[src/rtl/id_ex_pipe_reg.sv]
`default_nettype none
// ============================================================================
// Module      : id_ex_pipe_reg
// Description : ID/EX pipeline register with load-use hazard detection.
//               Captures the decoded control word and operands from the
//               decode stage and presents them to execute one cycle later.
//               Inserts a bubble (all fields and valid cleared) when EX
//               flushes on a taken branch/jump, or when the instruction in
//               EX is a load whose destination is read by the instruction
//               in ID. Two saturating counters record how many bubbles of
//               each kind were inserted.
// Ports       : clk, reset (sync, active-low)
//               flush        - squash the ID instruction (branch taken in EX)
//               id_*         - decode-stage control word, operands, fields
//               ex_*         - registered copies of id_*, plus ex_valid
//               hazard_stall - combinational; hold PC and IF/ID this cycle
//               stall_cnt    - saturating count of load-use bubbles
//               flush_cnt    - saturating count of flush bubbles
// Revision    : 1.0 - initial release
// ============================================================================
module id_ex_pipe_reg #(
  parameter int PC_W    = 9,
  parameter int DATA_W  = 32,
  parameter int RADDR_W = 5,
  parameter int CNT_W   = 16
) (
  input  logic               clk,
  input  logic               reset,
  input  logic               flush,
  input  logic               id_valid,
  input  logic               id_alusrc,
  input  logic               id_memtoreg,
  input  logic               id_regwrite,
  input  logic               id_memread,
  input  logic               id_memwrite,
  input  logic [1:0]         id_aluop,
  input  logic               id_branch,
  input  logic               id_jalrsel,
  input  logic [PC_W-1:0]    id_pc,
  input  logic [DATA_W-1:0]  id_rd1,
  input  logic [DATA_W-1:0]  id_rd2,
  input  logic [DATA_W-1:0]  id_imm,
  input  logic [RADDR_W-1:0] id_rs1,
  input  logic [RADDR_W-1:0] id_rs2,
  input  logic [RADDR_W-1:0] id_rd,
  input  logic [2:0]         id_funct3,
  input  logic [6:0]         id_funct7,
  output logic               ex_valid,
  output logic               ex_alusrc,
  output logic               ex_memtoreg,
  output logic               ex_regwrite,
  output logic               ex_memread,
  output logic               ex_memwrite,
  output logic [1:0]         ex_aluop,
  output logic               ex_branch,
  output logic               ex_jalrsel,
  output logic [PC_W-1:0]    ex_pc,
  output logic [DATA_W-1:0]  ex_rd1,
  output logic [DATA_W-1:0]  ex_rd2,
  output logic [DATA_W-1:0]  ex_imm,
  output logic [RADDR_W-1:0] ex_rs1,
  output logic [RADDR_W-1:0] ex_rs2,
  output logic [RADDR_W-1:0] ex_rd,
  output logic [2:0]         ex_funct3,
  output logic [6:0]         ex_funct7,
  output logic               hazard_stall,
  output logic [CNT_W-1:0]   stall_cnt,
  output logic [CNT_W-1:0]   flush_cnt
);

  localparam logic [CNT_W-1:0] CNT_MAX = '1;

  logic dest_match;
  logic bubble;

  // rs2 is compared even for instructions that do not read it; a spurious
  // one-cycle stall is harmless, a missed hazard is not.
  assign dest_match   = (ex_rd == id_rs1) | (ex_rd == id_rs2);

  // A flush kills the ID instruction anyway, so it masks the stall request.
  assign hazard_stall = ex_valid & ex_memread & (ex_rd != '0) & id_valid
                        & dest_match & ~flush;

  assign bubble       = flush | hazard_stall;

  // Pipeline register. A bubble clears every field so EX sees a clean NOP,
  // which also drops ex_memread and lets the stalled instruction through
  // on the following cycle.
  always_ff @(posedge clk) begin
    if (!reset || bubble) begin
      ex_valid    <= 1'b0;
      ex_alusrc   <= 1'b0;
      ex_memtoreg <= 1'b0;
      ex_regwrite <= 1'b0;
      ex_memread  <= 1'b0;
      ex_memwrite <= 1'b0;
      ex_aluop    <= '0;
      ex_branch   <= 1'b0;
      ex_jalrsel  <= 1'b0;
      ex_pc       <= '0;
      ex_rd1      <= '0;
      ex_rd2      <= '0;
      ex_imm      <= '0;
      ex_rs1      <= '0;
      ex_rs2      <= '0;
      ex_rd       <= '0;
      ex_funct3   <= '0;
      ex_funct7   <= '0;
    end else begin
      // An invalid ID slot is captured verbatim; only ex_valid marks it.
      ex_valid    <= id_valid;
      ex_alusrc   <= id_alusrc;
      ex_memtoreg <= id_memtoreg;
      ex_regwrite <= id_regwrite;
      ex_memread  <= id_memread;
      ex_memwrite <= id_memwrite;
      ex_aluop    <= id_aluop;
      ex_branch   <= id_branch;
      ex_jalrsel  <= id_jalrsel;
      ex_pc       <= id_pc;
      ex_rd1      <= id_rd1;
      ex_rd2      <= id_rd2;
      ex_imm      <= id_imm;
      ex_rs1      <= id_rs1;
      ex_rs2      <= id_rs2;
      ex_rd       <= id_rd;
      ex_funct3   <= id_funct3;
      ex_funct7   <= id_funct7;
    end
  end

  // Bubble counters, saturating at all-ones. hazard_stall is already
  // masked by flush, so at most one counter advances per cycle.
  always_ff @(posedge clk) begin
    if (!reset) begin
      stall_cnt <= '0;
      flush_cnt <= '0;
    end else begin
      if (flush && (flush_cnt != CNT_MAX)) begin
        flush_cnt <= flush_cnt + 1'b1;
      end
      if (hazard_stall && (stall_cnt != CNT_MAX)) begin
        stall_cnt <= stall_cnt + 1'b1;
      end
    end
  end

endmodule
`default_nettype wire
[config.mk]
export PLATFORM = sky130hd
export DESIGN_NAME = id_ex_pipe_reg
export DESIGN_NICKNAME = d
export VERILOG_FILES = /design/src/rtl/id_ex_pipe_reg.sv
export SDC_FILE = /design/constraint.sdc
export NUM_CORES = 1
export LEC_CHECK = 0
export CORE_ASPECT_RATIO = 1.5
export CORE_MARGIN = 2
export CORE_UTILIZATION = 38
export DETAILED_ROUTE_END_ITERATION = 8
export PLACE_DENSITY = 0.78
export SETUP_SLACK_MARGIN = 0.15
export SLEW_MARGIN = 10
export SYNTH_ARGS = -nofsm -noshare
export SYNTH_HDL_FRONTEND = slang
export SYNTH_SLANG_ARGS = --single-unit
export TNS_END_PERCENT = 30
[constraint.sdc]
create_clock -name clk -period 2.95 [get_ports clk]
set_clock_uncertainty 0.15 [all_clocks]
set_input_delay 0.4425 -clock clk [delete_from_list [all_inputs] [get_ports clk]]
set_output_delay 0.4425 -clock clk [all_outputs]
set_load 0.1 [all_outputs]
# --- Word level (Yosys, flattened, before mapping) ---
# Index checks and enable logic that the tools add are counted.
classes:
  n_addsub: 2
  eq_ne: 4
  n_bitwise: 8
  n_reduce_logical: 5
ops:
  columns: ["cell", "count"]
  rows:
  - ["$add 16x1->16 const B", 2]
  - ["$ne 16x16->1 const B", 2]
  - ["$eq 5x5->1", 2]
  - ["$and 1x1->1", 5]
  - ["$reduce_bool 5->1", 1]
  - ["$logic_and 1x1->1", 2]
  - ["$or 1x1->1", 2]
  - ["$logic_not 1->1", 1]
  - ["$logic_or 1x1->1", 1]
  - ["$not 1->1", 1]
totals:
  elab_cells: 39
  regBits: 172
  in_bits: 143
  out_inout_bits: 173

# --- Depth between registers and ports, before layout ---
logic_depth:
  depth_word: 7
  depth_mapped: 7
  mapped_depth_nobuf: 6

# --- Least setup slack after synthesis ---
# OpenSTA, ideal clock, no wires.
synth_path:
  path_kind: "reg2out"
  start: "register ex_rd[0]"
  end: "output hazard_stall"
  setup_slack_ns: -0.095
  required_time_ns: 2.358
  arrival_time_ns: 2.452
  path_stages_with_launch: 6
  path_buffers: 0
  cell_sequence: "dfxtp_1 -> nor4_1 -> a21oi_1 -> nand2_1 -> or2_2 -> inv_1"
synth_via:
  elab_chain_len: 5
  word_cells_on_any_way: 8
  classes_between: "eq/ne: 2; bitwise: 5; reduce/logical: 1"
synth_lines:
  columns: ["element", "line", "rtl"]
  rows:
  - ["start: declaration", "63", "output logic [RADDR_W-1:0] ex_rd,"]
  - ["start signal: assignment", "126", "ex_rd <= id_rd;"]
  - ["$reduce_bool 5->1", "81", "assign hazard_stall = ex_valid & ex_memread & (ex_rd != '0) & id_valid"]
  - ["$and 1x1->1 (2 in a row)", "81", null]
  - ["$and 1x1->1 (*) (2 in a row)", "82", "& dest_match & ~flush;"]
  - ["end: declaration", "66", "output logic hazard_stall,"]
# Mark *: on every way between the ends. The rest lies on a longest branch, timed or not.

# --- Worst setup path after layout ---
layout_path:
  start: "input id_rs1[2]"
  end: "output hazard_stall"
layout_via:
  elab_chain_len: 4
layout_lines:
  columns: ["element", "line", "rtl"]
  rows:
  - ["start: declaration", "43", "input logic [RADDR_W-1:0] id_rs1,"]
  - ["$eq 5x5->1", "78", "assign dest_match = (ex_rd == id_rs1) | (ex_rd == id_rs2);"]
  - ["$or 1x1->1", "78", null]
  - ["$and 1x1->1 (2 in a row)", "82", null]
# No other way between the ends.

==> key figures <==
Run status
  • Status: complete, no violations

Route
  • Drt total wl: 17,900 um
  • DRC: 0
  • WL/cell: 17.13 um
  • Vias/cell: 4.653
  • Total number of vias: 4,862
  • First drt pass iteration count: 4
  • DRC violation total after the first TritonRoute iteration: 150
  • Antenna-violating nets left: 0

Logic synthesis
  • Adder-cell share of the synthesized area: 0.004501
  • Post-Synth Simple-Gate Area: 0.2708
  • Register area share after synthesis: 0.6194
  • Multiplexer share of the synthesized area: 0.01440
  • Asr flop ratio synth: 0
  • Post-synth EDFFs: 0
  • Synth cell types: 43
  • Synth Cell Area: 5559 um2
  • Main combinational cell family by area after synthesis: simple AND/OR/NAND/NOR gates
  • Ys Warns: 0
  • Compound-gate portion of the synthesized area: 0.03894
  • Post-Syn Instances: 516
  • Xor/xnor share of the synthesized area: 0.03151
  • Most used DFF post-synth: dfxtp_1
  • Synth Net Count: 661
  • Post-synthesis register bit count: 172
  • Synthesized area per cell: 10.77 um2

Clock tree
  • Post-CTS setup buffers: 0
  • H-tree lvl count: 4
  • TritonCTS Buffers: 17
  • Root Buffer: clkbuf_16
  • Worst skew pair latency: 0.41 ns
  • Post-cts hold buffer count: 0
  • Clk sink count: 172
  • CTS tree: built
  • Clock Tree Buf Depth: 2
  • Worst-path clk slew: 0.07 ns
  • Post-cts gate resize count: 0

GRT
  • Gr ovfl total: 0
  • Number of global-route vias before repair: 5,097
  • Initial antenna violation count: 7
  • First-pass GRT wire length: 27,300 um
  • Maximum number of pins on one net before global-route repair: 50
  • Total GRT Usage: 0.2304

STA
  • Slew Viols, Final: 0
  • Finish-stage setup viols: 0
  • Slew Limit Headroom: 0.5888
  • Unrepaired setup endpoints after global routing: no
  • Min cycle time layout: 2.694 ns
  • Worst Tran Pin Value: 0.6129 ns
  • Final hold violation count: 0
  • Post-Route Setup TNS: 0 ns
  • Max Fclk: 371.2 MHz
  • Period utilisation layout: 0.9132

Critical path
  • Worst reg2reg path depth: 6
  • FF-to-FF Start: stall_cnt[0]
  • Crit. Startpoint: id_rs1[2]
  • Reg2Reg Capture Point: stall_cnt[14]
  • Setup Crit Path Kind: in2out
  • CP Data Arrival Time: 2.10 ns
  • Slowest CP cell: clkdlybuf4s50_1
  • CP Max Fanout: 4
  • Worst setup EP type: output port
  • CP required: 2.36 ns
  • Max incr delay on CP: 0.43 ns
  • Critical Path Start Type: primary input
  • Reg-to-reg setup timing slack: 0.62 ns
  • Worst Setup EP: hazard_stall
  • Worst path cell trace: clkdlybuf4s50_1, xor2_1, nor3_1, a22oi_2, or2_2, inv_1, buf_12

Power and ir drop
  • Pwr dens: 620.3 nW/um2
  • Worst vdd ir: 0.4056 mV
  • Static Leak: 3.978 nW
  • Tot Pwr: 5.676 mW

Run
  • Max-cap violations: 0

Finish
  • Net count, final: 980
  • Multi-input gate area: 2013 um2
  • Share of cells above drive strength 1: 0.2700
  • Most common cell after layout, fill and taps aside: buf_4
  • Sequential standard cell area: 3452 um2
  • Area delta synth->final: 64.62%
  • Layout fillers: 1,232
  • Most frequent cells in the layout: buf_4 (178), dfxtp_1 (165), and2_1 (144)

Floorplanning
  • CORE AREA: 14,460 um2
  • Die W: 102.8 um
  • Die ar.: 15,630 um2
  • Io pins: 316
  • Num rows: 54
  • Die Span Y: 152.1 um
  • Initial core utilization: 0.3845

Placement
  • Final RePlAce weighted congestion: 0.9186
  • IO buf count: 315
  • Post-detailed-placement half-perimeter wirelength: 14,110 um

Hold path
  • Hold crit path type: reg2reg
[flip-flops by register name, indices dropped and copies added, names as in the netlist]
| signal | count |
|---|---|
| ex_rd | 5 |
| ex_rs1 | 5 |
| stall_cnt | 16 |
| ex_alusrc | 1 |
| ex_rd2 | 32 |
| ex_memread | 1 |
| ex_imm | 32 |
| flush_cnt | 16 |
| ex_branch | 1 |
| ex_memtoreg | 1 |
| ex_valid | 1 |
| ex_funct3 | 3 |
| ex_funct7 | 7 |
| ex_aluop | 2 |
| ex_rd1 | 32 |
| ex_rs2 | 5 |
| ex_jalrsel | 1 |
| ex_regwrite | 1 |
| ex_pc | 9 |
| ex_memwrite | 1 |
[cell type report]
class | count | area share
repair buffers | 323 | 0.3079
flip-flops and latches | 172 | 0.3772
multi-input cells | 314 | 0.2200
inverters | 7 | 0.002871
clock buffers | 18 | 0.04799
well taps | 196 | 0.02680
diodes | 1 | 0.0002734
clock inverters | 14 | 0.01695
[metal layers]
| layer | global-route usage | wire [um] |
|---|---|---|
| met1 | 0.2468 | 6485 |
| met2 | 0.3915 | 8985 |
| met3 | 0.1096 | 2056 |
| met4 | 0.07895 | 295 |
| met5 | 0 | 79 |
[Yosys cell counts (2+ instances only)]
| cell | instances | area [um2] |
|---|---|---|
| a21oi_1 | 7 | 35.03 |
| a31oi_1 | 2 | 12.51 |
| and2_1 | 144 | 900.9 |
| and3_1 | 4 | 25.02 |
| and4_1 | 4 | 35.03 |
| clkbuf_1 | 22 | 82.58 |
| dfxtp_1 | 172 | 3443 |
| ha_1 | 2 | 25.02 |
| inv_1 | 6 | 22.52 |
| mux2i_1 | 8 | 80.08 |
| nand2_1 | 19 | 71.32 |
| nand2b_1 | 8 | 50.05 |
| nand3_1 | 17 | 85.08 |
| nand4_1 | 9 | 56.30 |
| nor2_1 | 20 | 75.07 |
| nor3_1 | 6 | 30.03 |
| nor4_1 | 9 | 56.30 |
| o211ai_1 | 2 | 15.01 |
| o21ai_0 | 4 | 20.02 |
| o311a_1 | 2 | 20.02 |
| o31ai_1 | 5 | 37.54 |
| or4_1 | 5 | 37.54 |
| xnor2_1 | 3 | 26.28 |
| xor2_1 | 17 | 148.9 |
[power by group]
group	switching [mW]	internal (mW)
registers	0.0317	2.40
clock network	0.989	1.23
logic	0.711	0.318
total	1.73	3.95
[worst max-delay path: cells and delay by family]
family	cells	cell delay, ns
xor+xnor	1	0.15
buf+inv	3	0.72
compound gates	1	0.16
simple gates	2	0.63
[worst min path at each step]
stage	start	end	slack (ns)	cells past startpoint
floorplan	id_memread	ex_memread	0.41	1
detailed placement	stall_cnt[10]	stall_cnt[10]	0.36	2
global route	stall_cnt[7]	stall_cnt[7]	0.39	2
CTS	stall_cnt[7]	stall_cnt[7]	0.37	2
finish	stall_cnt[7]	stall_cnt[7]	0.36	2
global placement	stall_cnt[7]	stall_cnt[7]	0.35	2
[logic make-up after synthesis]
kind of cell             count (synthesis)
adder cells (fa/ha/maj)                  2
buffers and inverters                   30
multiplexers                             8
AO/OA/AOI/OAI                           30
AND/OR/NAND/NOR                        254
flip-flops                             172
XOR/XNOR                                20
[stage by stage]
| step | worst slack (ns) | instance area (um2) | hold slack (ns) | cells | util |
|---|---|---|---|---|---|
| after floorplan | 0.04818 | 5568 | 0.4141 | 516 | - |
| after global placement | 0.2736 | 8554 | 0.3455 | 1012 | 0.5916 |
| after detailed placement | 0.1807 | 8554 | 0.3620 | 1012 | 0.5916 |
| after CTS | 0.2431 | 9149 | 0.3722 | 1044 | 0.6327 |
| after global routing | 0.1732 | 9149 | 0.3873 | 1044 | 0.6327 |
| final | 0.2560 | 9151 | 0.3644 | 1045 | 0.6329 |
(Power assumes the default switching activity.)
